==> src/rtl/spike_frame_fifo.sv <==
// Spike-address FIFO (AXI4-Stream) that tags each entry with a frame-end flag and counts complete frames.
// Latency: a beat stored at edge N is visible on m_* (first-word-fall-through) right after edge N.
// Backpressure: s_tready = !o_full, or always 1 with DROP_ON_FULL=1 (beats arriving while full are discarded).
//
// Ports:
//   clk, rst (synchronous, active-high), i_flush (empties the FIFO in one cycle)
//   s_tvalid/s_tready/s_tdata/s_tlast : input spike-address stream
//   m_tvalid/m_tready/m_tdata/m_tlast : output stream, head entry shown while non-empty, zeros when empty
//   o_count, o_frames_avail           : occupancy and number of complete buffered frames
//   o_full, o_empty                   : occupancy flags (from the pointers)
//   o_drop_count                      : saturating count of discarded beats (kept across flush)
//
// Optional feature macro: SPIKE_FIFO_ADDR_CHECK_EN -- when defined, beats with s_tdata >= NUM_INPUTS
// are discarded and counted as drops; when undefined every address is stored.

module spike_frame_fifo #(
    parameter int DATA_WIDTH     = 14,
    parameter int DEPTH          = 256,
    parameter int CNT_WIDTH      = $clog2(DEPTH) + 1,
    parameter int DROP_ON_FULL   = 0,
    parameter int NUM_INPUTS     = 10000,
    parameter int DROP_CTR_WIDTH = 16
) (
    input  logic                      clk,
    input  logic                      rst,
    input  logic                      i_flush,
    input  logic                      s_tvalid,
    output logic                      s_tready,
    input  logic [DATA_WIDTH-1:0]     s_tdata,
    input  logic                      s_tlast,
    output logic                      m_tvalid,
    input  logic                      m_tready,
    output logic [DATA_WIDTH-1:0]     m_tdata,
    output logic                      m_tlast,
    output logic [CNT_WIDTH-1:0]      o_count,
    output logic [CNT_WIDTH-1:0]      o_frames_avail,
    output logic                      o_full,
    output logic                      o_empty,
    output logic [DROP_CTR_WIDTH-1:0] o_drop_count
);

    localparam int AW = $clog2(DEPTH);
    localparam logic [CNT_WIDTH-1:0] CNT_ONE = CNT_WIDTH'(1);
    localparam logic [AW-1:0]        IDX_ONE = AW'(1);

    // Address limit widened by one bit so that a NUM_INPUTS beyond the address
    // range simply means "every address is valid".
    localparam logic [DATA_WIDTH:0] NUM_LIM =
        (NUM_INPUTS >= (2 ** DATA_WIDTH)) ? (DATA_WIDTH + 1)'(2 ** DATA_WIDTH)
                                          : (DATA_WIDTH + 1)'(NUM_INPUTS);

`ifdef SPIKE_FIFO_ADDR_CHECK_EN
    localparam bit ADDR_CHECK = 1'b1;
`else
    localparam bit ADDR_CHECK = 1'b0;
`endif

    // Each entry is {last, addr}.
    logic [DATA_WIDTH:0]       mem [DEPTH];

    logic [AW:0]               wr_ptr;
    logic [AW:0]               rd_ptr;
    logic [CNT_WIDTH-1:0]      count;
    logic [CNT_WIDTH-1:0]      frames;
    logic [DROP_CTR_WIDTH-1:0] drop_cnt;

    logic [DATA_WIDTH:0]       head;
    logic [AW-1:0]             newest_idx;
    logic                      newest_last;
    logic                      wr_hs;
    logic                      addr_ok;
    logic                      store;
    logic                      drop;
    logic                      pop;
    logic                      target_ok;
    logic                      promote;
    logic                      frame_inc;
    logic                      frame_dec;

    // Extra pointer MSB separates full (MSBs differ) from empty (MSBs equal).
    assign o_empty = (wr_ptr == rd_ptr);
    assign o_full  = (wr_ptr[AW] != rd_ptr[AW]) && (wr_ptr[AW-1:0] == rd_ptr[AW-1:0]);

    assign s_tready = (DROP_ON_FULL != 0) || !o_full;

    assign head     = mem[rd_ptr[AW-1:0]];
    assign m_tvalid = !o_empty;
    assign m_tdata  = o_empty ? '0 : head[DATA_WIDTH-1:0];
    assign m_tlast  = !o_empty && head[DATA_WIDTH];

    assign o_count        = count;
    assign o_frames_avail = frames;
    assign o_drop_count   = drop_cnt;

    assign newest_idx  = wr_ptr[AW-1:0] - IDX_ONE;
    assign newest_last = mem[newest_idx][DATA_WIDTH];

    assign wr_hs   = s_tvalid && s_tready;
    assign addr_ok = !ADDR_CHECK || ({1'b0, s_tdata} < NUM_LIM);
    // No write-through: fullness is judged on the state at the start of the cycle.
    assign store   = wr_hs && !o_full && addr_ok;
    assign drop    = wr_hs && (o_full || !addr_ok);
    assign pop     = m_tvalid && m_tready;

    // A dropped frame end moves onto the newest entry, provided that entry
    // survives this cycle's pop. When full it always does (DEPTH >= 4 keeps
    // head and newest apart). An entry that already ends a frame absorbs it
    // without creating a second frame.
    assign target_ok = (count != '0) && !((count == CNT_ONE) && pop);
    assign promote   = drop && s_tlast && target_ok && !newest_last;

    assign frame_inc = (store && s_tlast) || promote;
    assign frame_dec = pop && m_tlast;

    always_ff @(posedge clk) begin
        if (rst) begin
            wr_ptr   <= '0;
            rd_ptr   <= '0;
            count    <= '0;
            frames   <= '0;
            drop_cnt <= '0;
        end else if (i_flush) begin
            wr_ptr <= '0;
            rd_ptr <= '0;
            count  <= '0;
            frames <= '0;
        end else begin
            if (store) begin
                wr_ptr <= wr_ptr + 1'b1;
            end
            if (pop) begin
                rd_ptr <= rd_ptr + 1'b1;
            end
            case ({store, pop})
                2'b10:   count <= count + CNT_ONE;
                2'b01:   count <= count - CNT_ONE;
                default: count <= count;
            endcase
            case ({frame_inc, frame_dec})
                2'b10:   frames <= frames + CNT_ONE;
                2'b01:   frames <= frames - CNT_ONE;
                default: frames <= frames;
            endcase
            if (drop && (drop_cnt != '1)) begin
                drop_cnt <= drop_cnt + 1'b1;
            end
        end
    end

    // Storage array carries no reset; store and promote never coincide
    // because a beat is either stored or dropped.
    always_ff @(posedge clk) begin
        if (!rst && !i_flush) begin
            if (store) begin
                mem[wr_ptr[AW-1:0]] <= {s_tlast, s_tdata};
            end else if (promote) begin
                mem[newest_idx][DATA_WIDTH] <= 1'b1;
            end
        end
    end

endmodule

==> config.mk <==
export PLATFORM = sky130hd
export DESIGN_NAME = spike_frame_fifo
export DESIGN_NICKNAME = d
export VERILOG_FILES = /design/src/rtl/spike_frame_fifo.sv
export SDC_FILE = /design/constraint.sdc
export NUM_CORES = 2
export LEC_CHECK = 0
export ABC_AREA = 1
export BUFFER_PORTS_ARGS = -buffer_cell sky130_fd_sc_hd__buf_2
export CORE_MARGIN = 3
export CORE_UTILIZATION = 35
export CTS_CLUSTER_DIAMETER = 60
export DETAILED_ROUTE_END_ITERATION = 6
export SLEW_MARGIN = 5
export SYNTH_ARGS = -nofsm -noshare
export SYNTH_HDL_FRONTEND = slang
export SYNTH_SLANG_ARGS = --single-unit
==> constraint.sdc <==
create_clock -name clk -period 7.5 [get_ports clk]
set_input_delay 2.25 -clock clk [delete_from_list [all_inputs] [get_ports clk]]
set_output_delay 2.25 -clock clk [all_outputs]
set_load 0.02 [all_outputs]
==> results.toml <==
[drt]
vias = 105000
routed_wl_mm = 459
via_per_inst = 5.35
drc_errors = 0
firstDrtPassIters = 6
postRouteAntennaNets = 0
drtIter0Drc = 13000
post_drt_wl_per_cell_um = 23.4

[placed_design]
hpwlAfterDp_mm = 248
gp_congestion = 0.825
place_inst = 18800
io_buffers = 72

[timing]
clock_skew_ps = 57.8
rsz0062_at_grt = "no"
fin_tns_setup_ps = 0
whs_ps = 416
slew_viol_final = 0
finalCritPeriodShare = 0.979
worst_pin_slew_ps = 1140
final-setup-viol-count = 0
fmax_ghz = 0.136
slew_headroom = 0.237
hold_viol = 0
finalCriticalPeriod_ps = 7350

[grt]
grt_overflow = 0
grt_usage = 0.193
antenna_found_initial = 14
grt_pass1_wl_mm = 675
grt_pass1_vias = 98500
grt_max_degree = 178

[yosys]
synth_nets = 13300
ys_ff_latch = 3900
syn-cell-area_mm2 = 0.157
yosysSeqAreaShare = 0.740
synthSimpleGateAreaFrac = 0.211
synth_xor_area_frac = 0.000724
synthAdderAreaFrac = 0.00132
netlist_instances = 13300
yosysWarnings = 0
ys_types = 29
synth_top_family_by_area = "simple AND/OR/NAND/NOR gates"
synthMuxAreaShare = 0
synth_compound_area_frac = 0.0202
synth_area_per_cell_um2 = 11.8

[clock_tree]
clock_latency_ps = 990
clkSlewWorstSetupHoldPaths_ps = 60
htree_num_levels = 5
clockBufferDepth = 4
cts_sinks = 3900
cts_tree = "yes"
clock-root-buffer = "clkbuf_16"
hold_buffers = 0
postCtsSetupBuffers = 0
postCtsResizedCells = 6
cts_buffers = 415

[run]
maxCapViolations = 0

[floorplan]
core_area_mm2 = 0.447
die_h_um = 676
start_util = 0.352
ios = 73
die_w_um = 676
num_rows = 245
die-area_mm2 = 0.458

[pwr]
switchingPower_mw = 9.86
peakVddDrop_v = 0.000205
leakage_nw = 61.1
p_sw_frac = 0.216
pwr-share-clk = 0.437
p_per_area_mw_per_mm2 = 254
pwr-share-comb = 0.038
intPower_mw = 35.7
power_frac_seq = 0.525

[setup_path]
path_delay_family = "simple AND/OR/NAND/NOR gates"
cp_max_fo = 82
slowest_stage = "inv_8"
worstReg2RegEnd = "o_frames_avail[7]"
r2r_cells = 27
critPathArrivalTime_ps = 5100
required_ps = 5250
critPathCaptureType = "output pin"
path_cells = "inv_8 -> buf_12 -> nand3_1 -> nand3_1 -> nand3_1 -> nand3_1 -> nand3_1 -> nand3_1 -> nand2_1 -> nor2_2 -> buf_2"
timing.critical_path.mode_cell = "nand3_1"
cpPeakStageDelay_ps = 660
crit_buf_inv = 3
criticalPathCategory = "reg2out"
path_depth = 11
crit_path_start_kind = "flop"
ff2ff_setup_slack_ps = 2130

[final_layout]
instances_no_fill = 19600
syn_to_final_growth_pct = 14.0
drive_gt1_frac = 0.0847
fin_nets = 13400

[worst_hold_path]
whs_path_depth = 2
min_from = "o_drop_count[14]"
hold_end = "o_drop_count[14]"
worstHoldPathType = "reg2reg"

[status]
outcome = "completed"
[worst max-delay path by stage]
| stage | slack (ps) | start | end |
|---|---|---|---|
| after floorplan | 410 | s_tdata[0] | mem[0][0] |
| after global placement | 560 | flop | m_tdata[6] |
| after detailed placement | 540 | flop | m_tdata[10] |
| after CTS | 40 | flop | m_tdata[10] |
| after global routing | 40 | flop | m_tdata[6] |
| final | 150 | flop | m_tdata[10] |
[sequential cells by signal, indices dropped and copies added (netlist names), named ones only]
signal          flops
o_count             9
rd_ptr              9
o_drop_count       16
wr_ptr              9
mem              3840
o_frames_avail      9
[power by group through the flow]
stage | clock network, mW | registers, mW | logic [mW]
final | 19.9 | 23.9 | 1.72
after global routing | 21.1 | 23.9 | 1.86
after CTS | 20.2 | 23.9 | 1.72
after detailed placement | 0 | 24.4 | 1.71
after global placement | 0 | 24.4 | 1.70
after floorplan | 0 | 24.5 | 0.967
[placed cells by master, fill, tap and decap left out, types with 3 or more instances in the layout]
cell	synthesis	final
nand2_4	0	7
buf_4	0	416
inv_1	67	64
nand3_4	0	5
nand4_1	9	9
clkbuf_1	681	113
diode_2	0	7
clkinv_16	0	4
dfxtp_4	0	5
xor2_1	8	8
edfxtp_1	3840	3840
clkinv_8	0	7
o21ai_0	371	371
nor2_1	974	969
clkinv_4	0	3
nor3_1	12	12
bufinv_16	0	32
inv_2	4	4
clkinv_2	0	61
clkbuf_16	0	419
nor2_2	0	5
inv_8	0	7
a21oi_1	48	48
o22ai_1	168	168
inv_6	0	11
nand2_1	3487	3479
dfxtp_1	60	54
buf_12	0	74
buf_8	0	14
clkinv_1	4	94
ha_1	15	15
xnor2_1	5	5
nor3b_1	4	4
nand3_1	3251	3246
inv_16	0	6
buf_2	175	57
clkinvlp_4	0	10
[layout make-up]
type,instances,area (um2)
Timing Repair Buffer,563,5120
Fill cell,41800,267000
Clock inverter,228,2180
Sequential cell,3900,117000
Inverter,75,325
Tap cell,5928,7420
Multi-Input combinational cell,8362,36800
Antenna cell,7,17.5
Clock buffer,533,10900
[kinds of logic after synthesis]
family,Yosys count
AND/OR/NAND/NOR,7743
XOR/XNOR,13
flip-flops,3900
adder cells (fa/ha/maj),16
AO/OA/AOI/OAI,590
buffers and inverters,1043
[layer usage]
layer,up-vias,wire (um),track usage
li1,47400,-,-
met1,52100,192000,0.275
met2,4716,213000,0.305
met3,683,40000,0.0277
met4,4,14100,0.0605
met5,-,27,0
[synthesized netlist by cell type]
master       n  area [um2]
o21ai_0    371        1860
nand4_1      9        56.3
nor2_4       1        11.3
nand3_1   3251       16300
clkbuf_1   681        2560
nor4_1       1        6.26
dfxtp_1     60        1200
or2_2        2        12.5
inv_1       67         251
clkinv_1     4        15.0
o21a_1       1        7.51
xnor2_1      5        43.8
o211ai_1     1        7.51
o22ai_1    168        1050
nand2_1   3487       13100
nor3b_1      4        30.0
a21oi_1     48         240
nor3_1      12        60.1
edfxtp_1  3840      115000
inv_2        4        15.0
nor2_1     974        3660
buf_2      175         876
nor3_2       1        10.0
buf_1      112         420
nand2_2      1        6.26
ha_1        15         188
fa_1         1        20.0
xor2_1       8        70.1
o211a_1      1        10.0
[stage by stage]
| stage | total power, mW | setup slack (ps) | area (um2) | utilization |
|---|---|---|---|---|
| floorplan | 25.5 | 412 | 157000 | - |
| global placement | 26.1 | 557 | 166000 | 0.372 |
| detailed placement | 26.1 | 543 | 166000 | 0.372 |
| CTS | 45.8 | 41.7 | 179000 | 0.402 |
| global route | 46.9 | 42.9 | 179000 | 0.402 |
| finish | 45.6 | 155 | 179000 | 0.402 |
[tightest hold or removal path: stages (launching register included)]
cell and delay (ps):
dfxtp_1 300, inv_1 40, nor2_1 30
No activity file was read; power rests on OpenSTA's default activity.
